[src/rtl/as_mac_engine.sv]
// rtl/as_mac_engine.sv - multi-accumulator fixed-point MAC engine with sequential shift-add multiplier
module as_mac_engine #(
    parameter int n    = 8,
    parameter int FRAC = 7,
    parameter int NACC = 2,
    parameter int SAT  = 1,
    localparam int SEL_W = $clog2(NACC)
) (
    input  logic              clk,
    input  logic              n_reset,
    input  logic              start,
    input  logic [1:0]        op,
    input  logic [SEL_W-1:0]  acc_sel,
    input  logic [n-1:0]      a,
    input  logic [n-1:0]      b,
    output logic              busy,
    output logic              done,
    output logic [n-1:0]      result,
    output logic              z,
    output logic              ovf,
    output logic [NACC*n-1:0] acc_out
);

    typedef enum logic [1:0] {IDLE, MULT, WRITE} state_t;

    localparam logic [1:0] OP_LOAD = 2'b00;
    localparam logic [1:0] OP_MACC = 2'b01;
    localparam logic [1:0] OP_CLR  = 2'b11;
    localparam int CNT_W = ($clog2(n) + 1 > 5) ? $clog2(n) + 1 : 5;
    localparam int PW    = 2 * n;

    state_t           state_q, state_d;
    logic [CNT_W-1:0] cnt_q;
    logic [1:0]       op_q;
    logic [SEL_W-1:0] sel_q;
    logic [n-1:0]     mplier_q;
    logic [PW-1:0]    mcand_q;
    logic [PW-1:0]    prod_q;
    logic [n-1:0]     acc_q [NACC];
    logic [n-1:0]     result_q;
    logic             z_q, ovf_q, done_q;

    logic             wr_en;
    logic [SEL_W-1:0] wr_sel;
    logic [n-1:0]     wr_val;
    logic             wr_ovf;
    logic [n-1:0]     acc_cur;
    logic [PW-1:0]    p;
    logic [PW:0]      v;

    always_comb begin
        state_d = state_q;
        wr_en   = 1'b0;
        wr_sel  = sel_q;
        wr_val  = '0;
        wr_ovf  = 1'b0;
        acc_cur = '0;
        // Out-of-range selects read as zero and match no accumulator on write.
        for (int k = 0; k < NACC; k++) begin
            if (sel_q == SEL_W'(k)) acc_cur = acc_q[k];
        end
        p = prod_q >> FRAC;
        v = ((op_q == OP_MACC) ? {{(PW + 1 - n){1'b0}}, acc_cur} : '0) + {1'b0, p};
        case (state_q)
            IDLE: begin
                if (start) begin
                    if (op == OP_LOAD || op == OP_CLR) begin
                        wr_en  = 1'b1;
                        wr_sel = acc_sel;
                        wr_val = (op == OP_LOAD) ? a : '0;
                    end else begin
                        state_d = MULT;
                    end
                end
            end
            MULT: begin
                if (cnt_q == CNT_W'(n - 1)) state_d = WRITE;
            end
            WRITE: begin
                state_d = IDLE;
                wr_en   = 1'b1;
                wr_ovf  = |v[PW:n];
                wr_val  = (wr_ovf && SAT != 0) ? '1 : v[n-1:0];
            end
            default: state_d = IDLE;
        endcase
    end

    always_ff @(posedge clk) begin
        if (!n_reset) begin
            state_q  <= IDLE;
            cnt_q    <= '0;
            op_q     <= '0;
            sel_q    <= '0;
            mplier_q <= '0;
            mcand_q  <= '0;
            prod_q   <= '0;
            result_q <= '0;
            z_q      <= 1'b1;
            ovf_q    <= 1'b0;
            done_q   <= 1'b0;
            for (int k = 0; k < NACC; k++) acc_q[k] <= '0;
        end else begin
            state_q <= state_d;
            done_q  <= wr_en;
            if (state_q == IDLE && start) begin
                op_q     <= op;
                sel_q    <= acc_sel;
                mplier_q <= a;
                mcand_q  <= {{n{1'b0}}, b};
                prod_q   <= '0;
                cnt_q    <= '0;
            end else if (state_q == MULT) begin
                // Multiplier shifts right, multiplicand left: one partial product per cycle.
                if (mplier_q[0]) prod_q <= prod_q + mcand_q;
                mplier_q <= mplier_q >> 1;
                mcand_q  <= mcand_q << 1;
                cnt_q    <= cnt_q + 1'b1;
            end
            if (wr_en) begin
                result_q <= wr_val;
                z_q      <= (wr_val == '0);
                ovf_q    <= wr_ovf;
                for (int k = 0; k < NACC; k++) begin
                    if (wr_sel == SEL_W'(k)) acc_q[k] <= wr_val;
                end
            end
        end
    end

    assign busy   = (state_q != IDLE);
    assign done   = done_q;
    assign result = result_q;
    assign z      = z_q;
    assign ovf    = ovf_q;

    for (genvar k = 0; k < NACC; k++) begin : g_pack
        assign acc_out[k*n +: n] = acc_q[k];
    end

endmodule

[config.mk]
export PLATFORM = sky130hd
export DESIGN_NAME = as_mac_engine
export DESIGN_NICKNAME = d
export VERILOG_FILES = /design/src/rtl/as_mac_engine.sv
export SDC_FILE = /design/constraint.sdc
export NUM_CORES = 1
export LEC_CHECK = 0
export CORE_ASPECT_RATIO = 0.75
export CORE_MARGIN = 3
export CORE_UTILIZATION = 28
export CTS_CLUSTER_DIAMETER = 50
export CTS_CLUSTER_SIZE = 40
export DETAILED_ROUTE_END_ITERATION = 16
export HOLD_SLACK_MARGIN = 0.12
export SKIP_CTS_REPAIR_TIMING = 1
export SYNTH_ARGS = -nofsm -noshare
export SYNTH_HDL_FRONTEND = slang
export SYNTH_SLANG_ARGS = --single-unit
[constraint.sdc]
create_clock -name clk -period 4.1 [get_ports clk]
set_input_delay 0.82 -clock clk [delete_from_list [all_inputs] [get_ports clk]]
set_output_delay 0.82 -clock clk [all_outputs]
set_load 0.02 [all_outputs]
# Word-level counts from Yosys, hierarchy flattened
# Memory sizes are Yosys's and may differ from the RTL's.
# Index checks and enable logic that the tools add are counted.
[word_totals] register_bits=61 n_memories=1 elab_cells=71 mem_bits_rw=16 input_bits=22 out_inout_bits=28
[classes] n_addsub=3 n_reduce_logical=11 eq_ne=8 mux=33 bitwise=3
[memory_table] memory="acc_q" depth=2 width=8 rd=2 rd_clocked_by_memory_dff=0 wr=2 line="39" source="logic [n-1:0] acc_q [NACC];"
[op_table] op="$mux W8" count=12
[op_table] op="$add A16 B16 Y16" count=1
[op_table] op="$pmux W8 S2" count=1
[op_table] op="$mux W1" count=15
[op_table] op="$add A8 B9 Y10" count=1
[op_table] op="$reduce_or A9 Y1" count=1
[op_table] op="$logic_not A8 Y1" count=1
[op_table] op="$mux W2" count=3
[op_table] op="$ne A2 B2 Y1 const B" count=3
[op_table] op="$add A5 B1 Y5 const B" count=1
[op_table] op="$eq A5 B3 Y1 const B" count=1
[op_table] op="$eq A2 B1 Y1 const B" count=2
[op_table] op="$eq A2 B2 Y1 const B" count=2
[op_table] op="$logic_not A2 Y1" count=2
[op_table] op="$pmux W2 S2" count=1
[op_table] op="$reduce_bool A2 Y1" count=2
[op_table] op="$reduce_and A3 Y1" count=1
[op_table] op="$or A1 B1 Y1" count=2
[op_table] op="$pmux W1 S2" count=1
[op_table] op="$reduce_and A2 Y1" count=1
[op_table] op="$reduce_or A2 Y1" count=1
[op_table] op="$logic_and A1 B1 Y1" count=1
[op_table] op="$logic_or A1 B1 Y1" count=1
[op_table] op="$not A1 Y1" count=1

# Depth between registers and ports, before layout
# Gate-level depths: netlist of run 1.
[logic_depth] word_depth=10 depth_mapped=13

# Worst setup path before layout of run 1
# No wires, ideal clock.
[synth_path] kind="register to register" from="register sel_q" to="memory acc_q[1][2] (netlist: acc_q[0][10]), data pin" period_less_slack_ns=2.988 slack_ns=1.112 n_path_buf=2 stages_incl_launch_ff=14 t_arrival_ns=2.719 setup_ns=0.269 required_time_ns=3.831 cell_sequence="dfxtp_1 > clkbuf_1 > mux2i_1 > nor2_1 > ha_1 > fa_1 > a211oi_2 > nor3_1 > o21ai_1 > mux2i_1 > nand2_1 > nand2_1 > buf_2 > a31oi_1"
[synth_rtl] item="start: declaration" line="35" source="logic [SEL_W-1:0] sel_q;"
[synth_rtl] item="start signal: assignment" line="108" source="sel_q <= acc_sel;"
[synth_rtl] item="end: declaration" line="39"

==> results of run 1 <==
==> Yosys cell counts (3+ instances only) <==
| library cell | number | area, um2 |
|---|---|---|
| nand3_1 | 12 | 60.1 |
| dfxtp_1 | 61 | 1220 |
| a21oi_1 | 43 | 215 |
| nor3_1 | 7 | 35.0 |
| nand2b_1 | 4 | 25.0 |
| mux2i_1 | 10 | 100 |
| and3_1 | 3 | 18.8 |
| o21ai_0 | 18 | 90.1 |
| xor2_1 | 8 | 70.1 |
| nand4_1 | 4 | 25.0 |
| and2_0 | 3 | 18.8 |
| a21o_1 | 5 | 37.5 |
| a22oi_1 | 16 | 120 |
| inv_1 | 8 | 30.0 |
| buf_2 | 4 | 20.0 |
| a21boi_0 | 18 | 135 |
| a31oi_1 | 7 | 43.8 |
| nor2_1 | 31 | 116 |
| o21ai_1 | 6 | 30.0 |
| clkbuf_1 | 15 | 56.3 |
| nor2b_1 | 5 | 31.3 |
| edfxtp_1 | 16 | 480 |
| xnor2_1 | 11 | 96.3 |
| nand2_1 | 88 | 330 |
| and2_1 | 3 | 18.8 |
| ha_1 | 25 | 313 |
==> worst reg2reg max path: stages (launching register included) <==
cell and delay [ns]:
dfxtp_1 0.67, mux2i_1 0.25, nor2_1 0.06, ha_1 0.23, fa_1 0.41, a211oi_2 0.30, nor3_1 0.08, o21ai_1 0.16
mux2i_1 0.24, nand2_1 0.07, nand2_1 0.32, a31oi_1 0.16
==> report_power, final <==
group,internal [mW],total [mW],switching [mW]
combinational,0.0965,0.228,0.132
clock,0.402,0.704,0.302
sequential,0.806,0.833,0.0266
==> final timing paths <==
| kind | end | depth (start not counted) | from |
|---|---|---|---|
| worst max-delay path | acc_q[0][10] | 11 | sel_q |
| worst min register to register | prod_q[3] | 2 | prod_q[3] |
| worst min-delay path | prod_q[3] | 2 | prod_q[3] |
| worst max register to register | acc_q[0][10] | 11 | sel_q |
==> cell type report <==
cell class              instances  area [um2]
fillers                      1466        9030
flip-flops and latches         77        1700
repair buffers                 54         528
clock buffers                  10         229
inverters                       9        33.8
well taps                     195         244
clock inverters                 6        30.0
multi-input cells             368        2320
==> stage by stage <==
step | instance area, um2 | cells | setup WS [ns] | hold WS [ns]
2_1_floorplan | 4170 | 478 | 1.11 | 0.436
3_3_place_gp | 4830 | 703 | 0.947 | 0.442
3_5_place_dp | 4830 | 703 | 0.923 | 0.455
4_1_cts | 5090 | 719 | 0.900 | 0.463
5_1_grt | 5090 | 719 | 0.655 | 0.480
6_report | 5090 | 719 | 0.863 | 0.462
==> logic make-up after synthesis <==
| kind of cell | Yosys count | synth area share |
|---|---|---|
| compound gates | 139 | 0.219 |
| fa+ha+maj | 27 | 0.0847 |
| buf+inv | 33 | 0.0339 |
| flops | 77 | 0.409 |
| simple gates | 173 | 0.190 |
| xor+xnor | 19 | 0.0400 |
| mux | 10 | 0.0240 |
==> registers in the layout (all words and copies together), names as in the netlist <==
register and flops:
acc_q 16, mcand_q 16, prod_q 16, mplier_q 8
result 8, cnt_q 5, op_q 2, state_q 2
done 1, ovf 1, sel_q 1, z 1
==> layer usage <==
metal / vias up / track usage / share of wire
li1: 1785 / - / -
met1: 1685 / 0.200 / 0.51
met2: 107 / 0.197 / 0.42
met3: 12 / 0.0293 / 0.061
met4: 0 / 0.0294 / 0.0094
met5: - / 0 / 0
==> Implementation_results.wiki, run 1 <==
{| class="wikitable"
! Metric !! Value
|-
| Commonest cells after routing, fill and taps aside || nand2_1, dfxtp_1, clkdlybuf4s50_1, a21oi_1, nor2_1
|-
| Max-capacitance violation count || 0
|-
| Nets || 568
|-
| Arrival time at the worst endpoint || 3.29 ns
|-
| Result of the run || complete, no violations
|-
| Cells along the critical path || mux2i_1 > nor2_1 > ha_1 > fa_1 > a211oi_2 > nor3_1 > o21ai_1 > mux2i_1 > nand2_1 > nand2_1 > a31oi_1
|-
| Avg WL per Cell || 15.2 um
|-
| Post-synthesis instance area || 4170 um2
|-
| Total leakage power || 1.94 nW
|-
| RSZ-0062 raised after global routing || false
|-
| Post-synthesis net count || 527
|-
| Warning count from the yosys run || 0
|-
| Clock Latency Late Sink || 0.33 ns
|-
| DR iter-0 viols || 295
|-
| Remaining routing DRC violations || 0
|-
| IO Count || 50
|-
| X dimension of the die || 147 um
|-
| FF+latch count, synth || 77
|-
| Worst Tran Pin Value || 0.819 ns
|-
| Pins Over Slew Limit || 0
|-
| Final hold violation count || 0
|-
| Maximum fanout count along the critical path || 11
|-
| Vias in the first global route || 3450
|-
| Number of setup violations in the final report || 0
|-
| Clock buffers created by TritonCTS || 9
|-
| Antenna violations before repair || 0
|-
| First-pass GRT wire length || 17900 um
|-
| Crit path buffers/inverters || 0
|-
| Crit Path Category || flip-flop to flip-flop
|-
| Clock slew at the register clock pins of the worst setup and hold paths || 0.06 ns
|-
| Clk sinks || 77
|-
| Tcrit/Tclk final || 0.790
|-
| Starting density of the core || 0.295
|-
| Post-synth cell types || 63
|-
| Number of diodes added for antenna fixing || 0
|-
| DR vias || 3589
|-
| Full die area || 16400 um2
|-
| Max-slew headroom at the worst pin || 0.452
|-
| Post-synthesis sequential area ratio || 0.409
|-
| Critical-path top delay cell || dfxtp_1
|-
| Setup TNS || 0 ns
|-
| Type of destination of the critical path || flip-flop
|-
| Placeable Area || 14100 um2
|-
| Htree depth || 3
|-
| Layout Skew || 0.00562 ns
|-
| Fraction of registers with async set or reset after synthesis || 0
|-
| Overall track demand over capacity in global routing || 0.134
|-
| Pwr dens || 347 nW/um2
|-
| Maximum cell stage delay along the critical path || 0.67 ns
|-
| Most frequently used flop master after synthesis || dfxtp_1
|-
| Syn Area/Cell || 8.71 um2
|-
| Max Clock Freq || 0.309 GHz
|-
| Fraction of final layout cells sized beyond drive strength 1 || 0.0592
|-
| Number of I/O port buffers || 49
|-
| WL final || 10900 um
|-
| Min Clock Period, post-route || 3.24 ns
|-
| CTS tree || done
|-
| Synthesized instance count || 478
|-
| Maximum vdd ir drop || 213 uV
|-
| Antenna-violating nets left || 0
|-
| Most common library cell in the layout ignoring fill and taps || nand2_1
|-
| Vias per cell || 4.99
|-
| Category of cells accounting for the largest share of critical-path delay || flip-flops
|-
| Maximum buffer depth of the clock tree || 2
|-
| Area overhead of the layout relative to synthesis || 22.2%
|-
| Worst Setup Start Kind || flip-flop
|-
| Data required time of the worst path || 4.16 ns
|-
| Overflow after GRT || 0
|-
| Site row count || 37
|-
| Library cell used as clock root buffer || clkbuf_16
|-
| EDFF count, synth || 16
|-
| Placer's final routability congestion estimate || 0.923
|-
| Internal reg-to-reg setup slack || 0.86 ns
|-
| DIE HEIGHT || 112 um
|-
| Post-layout utilization of the core || 0.361
|-
| Worst Hold Class || flip-flop to flip-flop
|-
| Final HPWL from detailed placement || 8210 um
|-
| Total power after layout || 1.77 mW
|-
| Iteration count of the initial detailed-routing pass || 5
|-
| Largest net degree at the start of global routing || 37
|}
(Power assumes the default switching activity.)
==> run 2, diff against run 1 <==
==> constraint.sdc (replaced) <==
create_clock -name clk -period 3.3 [get_ports clk]
set_input_delay 0.66 -clock clk [delete_from_list [all_inputs] [get_ports clk]]
set_output_delay 0.66 -clock clk [all_outputs]
set_load 0.02 [all_outputs]
==> run 2 against run 1 <==
Effect of this change: wire length about the same; maximum frequency increased by 5.6%; sequential share of layout area decreased by 0.72 points; critical path depth unchanged; worst hold slack got worse by 0.0045 ns; register-to-register slack got worse by 0.63 ns; die area unchanged; critical path type unchanged.
==> Implementation_results.wiki, run 2 (synthesis gave the netlist of run 1 again) <==
{| class="wikitable"
! Metric !! Value
|-
| DIE HEIGHT || 112 um (unchanged)
|-
| Htree depth || 3 (unchanged)
|-
| Post-layout worst setup margin || 0.235 ns (-0.628 ns)
|-
| Pins Over Slew Limit || 0 (unchanged)
|-
| DR vias || 3624 (+0.98%)
|-
| Commonest cells after routing, fill and taps aside || nand2_1, dfxtp_1, clkdlybuf4s50_1, a21oi_1, nor2_1
|-
| Antenna-violating nets left || 0 (unchanged)
|-
| Number of setup violations in the final report || 0 (unchanged)
|-
| Clk pwr share || 0.461 (+0.062)
|-
| DR iter-0 viols || 234 (-21%)
|-
| Library cell used as clock root buffer || clkbuf_16
|-
| Max-capacitance violation count || 0 (unchanged)
|-
| Part of the power in combinational logic || 0.118 (-0.011)
|-
| Site row count || 37 (unchanged)
|-
| Arrival time at the worst endpoint || 3.12 ns (-0.17 ns)
|-
| IO Count || 50 (unchanged)
|-
| Min Clock Period, post-route || 3.06 ns (-0.172 ns)
|-
| Placeable Area || 14100 um2 (unchanged)
|-
| Worst Setup Start Kind || flip-flop
|-
| Worst Tran Pin Value || 0.626 ns (-0.193 ns)
|-
| Iteration count of the initial detailed-routing pass || 5 (unchanged)
|-
| Internal power component || 1.88 mW (+44%)
|-
| Max Clock Freq || 0.326 GHz (+5.6%)
|-
| Avg WL per Cell || 15.1 um (-0.58%)
|-
| WL final || 10900 um (about the same)
|-
| Total power after layout || 2.46 mW (+39%)
|-
| Number of I/O port buffers || 49 (unchanged)
|-
| Maximum fanout count along the critical path || 11 (unchanged)
|-
| X dimension of the die || 147 um (unchanged)
|-
| Vias per cell || 5.01 (+0.42%)
|-
| Result of the run || complete, no violations
|-
| Overflow after GRT || 0 (unchanged)
|-
| Overall track demand over capacity in global routing || 0.137 (+0.00317)
|-
| Area overhead of the layout relative to synthesis || 24.9%
|-
| Most common library cell in the layout ignoring fill and taps || nand2_1
|-
| Place WS || 0.326 ns (-0.597 ns)
|-
| Largest net degree at the start of global routing || 36 (-2.7%)
|-
| Maximum vdd ir drop || 345 uV (+62%)
|-
| Nets || 572 (+0.70%)
|-
| CTS tree || done
|-
| Final hold violation count || 0 (unchanged)
|-
| Type of destination of the critical path || flip-flop
|-
| Starting density of the core || 0.295 (unchanged)
|-
| Clock Latency Late Sink || 0.34 ns (about the same)
|-
| # fillers || 1425 (-2.8%)
|-
| Remaining routing DRC violations || 0 (unchanged)
|-
| Final HPWL from detailed placement || 8310 um (+1.3%)
|-
| Layout Skew || 0.00735 ns (+0.00173 ns)
|-
| First-pass GRT wire length || 18300 um (+2.1%)
|-
| Vias in the first global route || 3587 (+4.0%)
|-
| Tcrit/Tclk final || 0.929 (+0.139)
|-
| Max-slew headroom at the worst pin || 0.582 (+0.130)
|-
| Total leakage power || 2.00 nW (+3.0%)
|-
| Full die area || 16400 um2 (unchanged)
|-
| Setup TNS || 0 ns (unchanged)
|-
| RSZ-0062 raised after global routing || false
|-
| Share of total power in sequential cells || 0.420 (-0.052)
|-
| Crit Path Category || flip-flop to flip-flop
|-
| Clock buffers created by TritonCTS || 9 (unchanged)
|-
| Largest registers ranked by flip-flop count || acc_q x16, mcand_q x16, prod_q x16
|-
| Maximum buffer depth of the clock tree || 2 (unchanged)
|-
| Clk sinks || 77 (unchanged)
|-
| Antenna violations before repair || 0 (unchanged)
|-
| Number of diodes added for antenna fixing || 0 (unchanged)
|-
| Data required time of the worst path || 3.36 ns (-0.80 ns)
|-
| Net switching share of the total power || 0.235 (-0.0260)
|-
| Switching Power || 0.577 mW (+25%)
|-
| Pwr dens || 472 nW/um2 (+36%)
|-
| Placer's final routability congestion estimate || 0.883 (-4.4%)
|-
| Clock slew at the register clock pins of the worst setup and hold paths || 0.06 ns (about the same)
|-
| Fraction of final layout cells sized beyond drive strength 1 || 0.0663 (+0.00713)
|-
| Worst Hold Class || flip-flop to flip-flop
|}
[run 2: per-layer routing]
layer | routed length, um | global-route usage | up-vias
li1 | - | - | 1798
met1 | 5430 | 0.193 | 1697
met2 | 4540 | 0.202 | 115
met3 | 858 | 0.0492 | 14
met4 | 87 | 0.0288 | 0
met5 | 0 | 0 | -
[run 2: area by class of cell]
type | count | area, um2 | share of cell area
flip-flops and latches | 77 | 1700 | 0.327
well taps | 195 | 244 | 0.0469
inverters | 9 | 33.8 | 0.00649
multi-input cells | 368 | 2320 | 0.447
repair buffers | 58 | 558 | 0.107
clock buffers | 11 | 243 | 0.0467
clock inverters | 5 | 97.6 | 0.0188
[run 2: worst max-delay path, cell delays in order, from the launching register on]
cell and delay, ns:
dfxtp_1 0.45, mux2i_1 0.23, nor2_1 0.06, ha_1 0.22, fa_1 0.42, a211oi_2 0.33, nor3_1 0.09, o21ai_1 0.18
mux2i_1 0.26, nand2_1 0.08, nand2_1 0.30, a31oi_1 0.17
[run 2: power by group through the flow]
stage / logic (mW) / registers, mW / clock network [mW]
6_report: 0.291 / 1.03 / 1.13
2_1_floorplan: 0.147 / 1.07 / 0
3_5_place_dp: 0.291 / 1.05 / 0
4_1_cts: 0.292 / 1.03 / 1.15
5_1_grt: 0.319 / 1.04 / 1.20
3_3_place_gp: 0.288 / 1.05 / 0
[run 2: final timing paths]
path	slack, ns	to	cells past startpoint	from
hold / removal	0.46	prod_q[6]	2	prod_q[6]
setup reg to reg	0.24	acc_q[0][10]	11	sel_q
hold reg to reg	0.46	prod_q[6]	2	prod_q[6]
setup / recovery	0.24	acc_q[0][10]	11	sel_q
[run 2: per-stage QoR]
step	utilization	instances	area (um2)	hold WS (ns)
floorplan	-	478	4170	0.436
global placement	0.344	707	4860	0.443
detailed placement	0.344	707	4860	0.451
CTS	0.368	723	5200	0.459
global route	0.368	723	5200	0.483
finish	0.368	723	5200	0.457
